$ cat config.mk
export PLATFORM = sky130hd
export DESIGN_NAME = ff_scalar_mul_small_flat
export DESIGN_NICKNAME = d
export VERILOG_FILES = /design/src/rtl/ff_scalar_mul_small_if.sv /design/src/rtl/ff_scalar_mul_small.sv /design/src/flat_wrapper.sv
export SDC_FILE = /design/constraint.sdc
export NUM_CORES = 2
export LEC_CHECK = 0
export ABC_AREA = 1
export ABC_CLOCK_PERIOD_IN_PS = 145600
export CAP_MARGIN = 20
export CORE_AREA = 2 2 498 500
export DETAILED_ROUTE_END_ITERATION = 10
export DIE_AREA = 0 0 500 502
export PLACE_DENSITY = 0.5
export SETUP_SLACK_MARGIN = 0.15
export SKIP_LAST_GASP = 1
export SYNTH_ARGS = -nofsm -noshare
export SYNTH_HDL_FRONTEND = slang
export SYNTH_SLANG_ARGS = --single-unit
$ cat constraint.sdc
create_clock -name clk -period 145.6 [get_ports clk]
set_input_delay 36.4 -clock clk [delete_from_list [all_inputs] [get_ports clk]]
set_output_delay 36.4 -clock clk [all_outputs]
set_load 0.05 [all_outputs]
$ cat src/rtl/ff_scalar_mul_small_if.sv
// Request and finite-field-adder handshake bundle for ff_scalar_mul_small.
// The slave modport is the multiplier; master is whatever drives requests and hosts the adder.
interface ff_scalar_mul_small_if #(
   parameter int KW = 8
);
   logic          start;
   logic [KW-1:0] k;
   logic [254:0]  x;
   logic [254:0]  out;
   logic          done;
   logic          busy;
   logic          ffa_start;
   logic [254:0]  ffa_a;
   logic [254:0]  ffa_b;
   logic [254:0]  ffa_out;
   logic          ffa_done;

   modport slave (
      input  start, k, x, ffa_out, ffa_done,
      output out, done, busy, ffa_start, ffa_a, ffa_b
   );

   modport master (
      output start, k, x, ffa_out, ffa_done,
      input  out, done, busy, ffa_start, ffa_a, ffa_b
   );
endinterface

$ cat src/rtl/ff_scalar_mul_small.sv
// out = (k * x) mod (2^255 - 19) by MSB-first double-and-add, with every modular
// addition delegated to the external field adder over its start/done handshake.
module ff_scalar_mul_small #(
   parameter int KW = 8
) (
   input  logic                     clk,
   input  logic                     rst,
   ff_scalar_mul_small_if.slave     bus
);
   localparam int IW = (KW > 1) ? $clog2(KW) : 1;
   localparam logic [IW-1:0] IDX_TOP = IW'(KW - 1);

   typedef enum logic [2:0] {
      IDLE,
      SCAN,
      DBL_ISSUE,
      DBL_WAIT,
      ADD_ISSUE,
      ADD_WAIT,
      FIN
   } state_t;

   state_t        state_reg;
   logic [254:0]  acc_reg;
   logic [254:0]  xreg_reg;
   logic [KW-1:0] kreg_reg;
   logic [IW-1:0] idx_reg;
   logic [254:0]  out_reg;
   logic          done_reg;
   logic          busy_reg;
   logic          ffa_start_reg;
   logic [254:0]  ffa_a_reg;
   logic [254:0]  ffa_b_reg;

   logic bit_cur;
   logic idx_last;

   assign bit_cur  = kreg_reg[idx_reg];
   assign idx_last = (idx_reg == '0);

   assign bus.out       = out_reg;
   assign bus.done      = done_reg;
   assign bus.busy      = busy_reg;
   assign bus.ffa_start = ffa_start_reg;
   assign bus.ffa_a     = ffa_a_reg;
   assign bus.ffa_b     = ffa_b_reg;

   always_ff @(posedge clk or posedge rst) begin
      if (rst) begin
         state_reg     <= IDLE;
         acc_reg       <= '0;
         xreg_reg      <= '0;
         kreg_reg      <= '0;
         idx_reg       <= IDX_TOP;
         out_reg       <= '0;
         done_reg      <= 1'b0;
         busy_reg      <= 1'b0;
         ffa_start_reg <= 1'b0;
         ffa_a_reg     <= '0;
         ffa_b_reg     <= '0;
      end else begin
         // The adder start strobe is high only in the cycle after an ISSUE state.
         ffa_start_reg <= 1'b0;
         case (state_reg)
            IDLE: begin
               done_reg <= 1'b0;
               if (bus.start) begin
                  kreg_reg  <= bus.k;
                  xreg_reg  <= bus.x;
                  acc_reg   <= '0;
                  idx_reg   <= IDX_TOP;
                  busy_reg  <= 1'b1;
                  state_reg <= SCAN;
               end
            end

            SCAN: begin
               if (bit_cur) begin
                  acc_reg <= xreg_reg;
                  if (idx_last) begin
                     state_reg <= FIN;
                  end else begin
                     idx_reg   <= idx_reg - IW'(1);
                     state_reg <= DBL_ISSUE;
                  end
               end else if (idx_last) begin
                  state_reg <= FIN;
               end else begin
                  idx_reg <= idx_reg - IW'(1);
               end
            end

            DBL_ISSUE: begin
               ffa_a_reg     <= acc_reg;
               ffa_b_reg     <= acc_reg;
               ffa_start_reg <= 1'b1;
               state_reg     <= DBL_WAIT;
            end

            DBL_WAIT: begin
               if (bus.ffa_done) begin
                  acc_reg <= bus.ffa_out;
                  if (bit_cur) begin
                     state_reg <= ADD_ISSUE;
                  end else if (idx_last) begin
                     state_reg <= FIN;
                  end else begin
                     idx_reg   <= idx_reg - IW'(1);
                     state_reg <= DBL_ISSUE;
                  end
               end
            end

            ADD_ISSUE: begin
               ffa_a_reg     <= acc_reg;
               ffa_b_reg     <= xreg_reg;
               ffa_start_reg <= 1'b1;
               state_reg     <= ADD_WAIT;
            end

            ADD_WAIT: begin
               if (bus.ffa_done) begin
                  acc_reg <= bus.ffa_out;
                  if (idx_last) begin
                     state_reg <= FIN;
                  end else begin
                     idx_reg   <= idx_reg - IW'(1);
                     state_reg <= DBL_ISSUE;
                  end
               end
            end

            FIN: begin
               out_reg   <= acc_reg;
               done_reg  <= 1'b1;
               busy_reg  <= 1'b0;
               state_reg <= IDLE;
            end

            default: begin
               state_reg <= IDLE;
            end
         endcase
      end
   end
endmodule

$ cat src/flat_wrapper.sv
// flat-port wrapper written by rule: the top's interface ports become plain ports
module ff_scalar_mul_small_flat 
#(
   parameter int KW = 8
)
  (clk, rst, bus_start, bus_k, bus_x, bus_ffa_out, bus_ffa_done, bus_out, bus_done, bus_busy, bus_ffa_start, bus_ffa_a, bus_ffa_b);
  ff_scalar_mul_small_if #(.KW(KW)) bus_i ();
  input  logic clk;
  input  logic rst;
  input wire logic [$bits(bus_i.start)-1:0] bus_start;
  input wire logic [$bits(bus_i.k)-1:0] bus_k;
  input wire logic [$bits(bus_i.x)-1:0] bus_x;
  input wire logic [$bits(bus_i.ffa_out)-1:0] bus_ffa_out;
  input wire logic [$bits(bus_i.ffa_done)-1:0] bus_ffa_done;
  output wire logic [$bits(bus_i.out)-1:0] bus_out;
  output wire logic [$bits(bus_i.done)-1:0] bus_done;
  output wire logic [$bits(bus_i.busy)-1:0] bus_busy;
  output wire logic [$bits(bus_i.ffa_start)-1:0] bus_ffa_start;
  output wire logic [$bits(bus_i.ffa_a)-1:0] bus_ffa_a;
  output wire logic [$bits(bus_i.ffa_b)-1:0] bus_ffa_b;
  assign bus_i.start = bus_start;
  assign bus_i.k = bus_k;
  assign bus_i.x = bus_x;
  assign bus_i.ffa_out = bus_ffa_out;
  assign bus_i.ffa_done = bus_ffa_done;
  assign bus_out = bus_i.out;
  assign bus_done = bus_i.done;
  assign bus_busy = bus_i.busy;
  assign bus_ffa_start = bus_i.ffa_start;
  assign bus_ffa_a = bus_i.ffa_a;
  assign bus_ffa_b = bus_i.ffa_b;
  ff_scalar_mul_small #(.KW(KW)) u_core (.clk(clk), .rst(rst), .bus(bus_i));
endmodule
==> run summary <==
Clk network pwr share -> 17.9%
1st-iter DRT viols -> 3,838
Post-Synthesis Cell Area -> 53,390 sq um
DR vias/cell -> 4.509
syn_area_per_cell -> 8.668 sq um
Lkg Pwr -> 0.03230 uW
Storage cell area -> 32,330 sq um
Inst Count DP -> 10,310
Final Skew -> 0.06016 ns
DRC -> 0
Hold Startpoint -> u_core.bus.ffa_a[247]
ys flop type -> dfrtp_1
worst hold path class -> flip-flop to flip-flop
Max IR drop VDD -> 16.85 uV
count of state elements after synthesis -> 1,292
Req. time, crit path -> 146.57 ns
clock-pin slew on the worst setup and hold paths -> 0.06 ns
antenna viol nets, final -> 0
CTS H-tree depth -> 4
Post-synth ARST share -> 100.0%
clock latency on the worst-skew pair -> 0.82 ns
R2R depth -> 8
CP Class -> input port to asynchronous set/reset pin
drt first pass iters -> 6
Sw Ratio -> 50.91%
io pins -> 1,290
PostCTS Resize Cnt -> 0
crit start category -> input port
multi-input logic area -> 17,130 sq um
post-synthesis instance total -> 6,159
die height -> 502 um
Post-synth EDFFs -> 0
worst-path fanout max -> 157
Syn Nets -> 6,683
layout cell share with drive strength beyond 1 -> 4.644%
filler cell count -> 25,790
synth-to-layout area growth -> 39.07%
relative slew slack -> 16.44%
register area share after synthesis -> 60.56%
outcome -> finished, final reports clean
Hold-fix buffers, CTS -> 0
R2R Path End -> u_core.bus.ffa_a[158]
RSZ-0062 raised after global routing -> no
Comb power frac -> 52.7%
Post-CTS Repair Setup Buffers -> 0
Port Buffer Count -> 1,289
Synth area leaders -> dfrtp_1 60%, nand2_1 11%, o21ai_0 8.8%, a21oi_1 4.7%, inv_1 3.6%
Yosys top cell area share -> 60.42%
Clock Tree Buf Depth -> 3
gpl congestion -> 0.8888
maxcap violations -> 0
final cell count without fillers -> 10,630
Post-DP HPWL -> 178.7 mm
Sw Pwr -> 1111 uW
Die Footprint -> 251,000 sq um
vias in the first global route -> 47,850
gr usage total -> 19.24%
Worst EP arrival -> 41.58 ns
# setup viols final -> 0
nets -> 7,772
Core ar. -> 245,300 sq um
Min Hold Slack -> 0.4698 ns
post-synth cell types -> 21
fin util -> 30.27%
antenna violations before repair -> 91
Routed WL -> 250.2 mm
CTS tree -> built
Flop pwr share -> 29.4%
worst reg2reg setup slack -> 140.75 ns
GR Overflow Total -> 0
Hold Path Sink -> u_core.bus.ffa_a[247]
crit end category -> asynchronous set/reset pin
final hold violation count -> 0
clk sinks -> 1,292
yosys warns -> 0
Initial Utilization -> 21.77%
Power Internal -> 1071 uW
post-synth top area cell -> dfrtp_1
Slew Viols, Final -> 0
Peak Freq -> 24.62 MHz
cts bufs inserted -> 153
root buffer cell -> clkbuf_16
hold path cells -> 2
largest net degree at the start of global routing -> 168
average routed wire per standard cell -> 23.54 um
worst r2r src -> u_core.state_reg[0]
Tcrit/Tclk final -> 27.89%
pwr/cell area -> 29.40 nW/um^2
DR vias -> 47,910
Worst-Margin Slew -> 1.253 ns
# rows -> 182
setup TNS -> 0 ns
crit path time final -> 40.61 ns
first-pass GRT wire length -> 353.6 mm
Die X -> 500 um
[power groups by stage]
stage | Clock, uW | Sequential (uW) | Combinational [uW]
global route | 415 | 659 | 1230
CTS | 400 | 641 | 1160
floorplan | 0 | 975 | 372
finish | 392 | 642 | 1150
detailed placement | 0 | 644 | 1160
global placement | 0 | 641 | 1150
[per-layer routing]
metal / up-vias / wire length (um) / part of all wire, % / track usage, %
met3: 403 / 22250 / 8.9 / 6.143
met5: - / 337 / 0.13 / 0
met1: 23610 / 95720 / 38 / 22.44
li1: 21880 / - / - / -
met4: 52 / 10130 / 4.0 / 8.937
met2: 1969 / 121700 / 49 / 32.05
[cell usage in the layout (no fill, tap or decap)]
master,synthesis,final
nand2_1,1593,1590
clkdlybuf4s50_1,0,1289
dfrtp_1,1289,1289
o21ai_0,942,942
inv_1,519,517
nor2_1,512,511
a21oi_1,503,503
nand3_1,268,267
clkbuf_16,0,155
o21ai_1,81,81
buf_4,25,62
diode_2,0,41
clkbuf_8,0,40
clkbuf_1,152,29
clkinv_2,0,23
mux2_2,10,10
clkinv_16,0,9
inv_8,0,6
inv_2,8,4
clkinv_4,0,4
buf_12,0,4
nand2_4,0,3
bufinv_16,0,3
dfstp_2,3,3
nand2_8,0,2
ha_1,2,2
inv_16,0,2
clkinv_8,0,2
inv_6,0,2
clkinvlp_4,0,2
nand3_4,0,1
nor2_2,1,1
nand2_2,3,1
a31oi_1,1,1
nor3_1,1,1
nor2_4,0,1
or2_2,1,1
buf_16,0,1
[final cells by class]
cell class | count | share of cell area, %
sequential | 1292 | 43.55
inverter | 527 | 2.725
antenna | 41 | 0.1382
tap | 3220 | 5.426
clock inverter | 47 | 0.8291
timing repair buffer | 1356 | 18.15
multi-input combinational | 3918 | 23.07
clock buffer | 224 | 6.112
[cell families after synthesis]
| logic type | share of synthesized area (%) |
|---|---|
| AO/OA/AOI/OAI | 14.32 |
| multiplexers | 0.2109 |
| buffers and inverters | 7.481 |
| AND/OR/NAND/NOR | 17.38 |
| adder cells (fa/ha/maj) | 0.04686 |
| flip-flops | 60.56 |
[worst max-delay path, stage by stage]
cell             delay [ns]
clkdlybuf4s50_1        0.49
inv_8                  0.58
buf_4                  0.57
buf_4                  0.78
buf_12                 0.61
buf_4                  0.88
buf_4                  0.34
buf_16                 0.31
[worst max path at each step]
stage	start	to	slack, ns	cells after the start
after CTS	rst	u_core.acc_reg[183]	104.46	7
final	rst	u_core.bus.ffa_a[218]	104.99	8
after global placement	rst	u_core.bus.ffa_a[218]	103.62	7
after detailed placement	rst	u_core.bus.ffa_a[218]	103.53	7
after global routing	rst	u_core.bus.ffa_a[218]	104.41	8
after floorplan	rst	u_core.acc_reg[0]	72.79	1
[per-stage QoR]
step	area (sq um)	setup slack [ns]	total power [uW]
2_1_floorplan	53390	72.79	1347
3_3_place_gp	68960	103.62	1789
3_5_place_dp	68960	103.53	1799
4_1_cts	74120	104.46	2199
5_1_grt	74230	104.41	2302
6_report	74250	104.99	2183
[synth_stat cells, types with 5 or more instances]
library cell and count:
inv_2 8, buf_2 240, buf_4 25, nor2_1 512, buf_6 5, nand3_1 268
inv_1 519, o21ai_0 942, clkbuf_1 152, dfrtp_1 1289, mux2_2 10, nand2_1 1593
o21ai_1 81, a21oi_1 503
No activity file was read; power rests on OpenSTA's default activity.
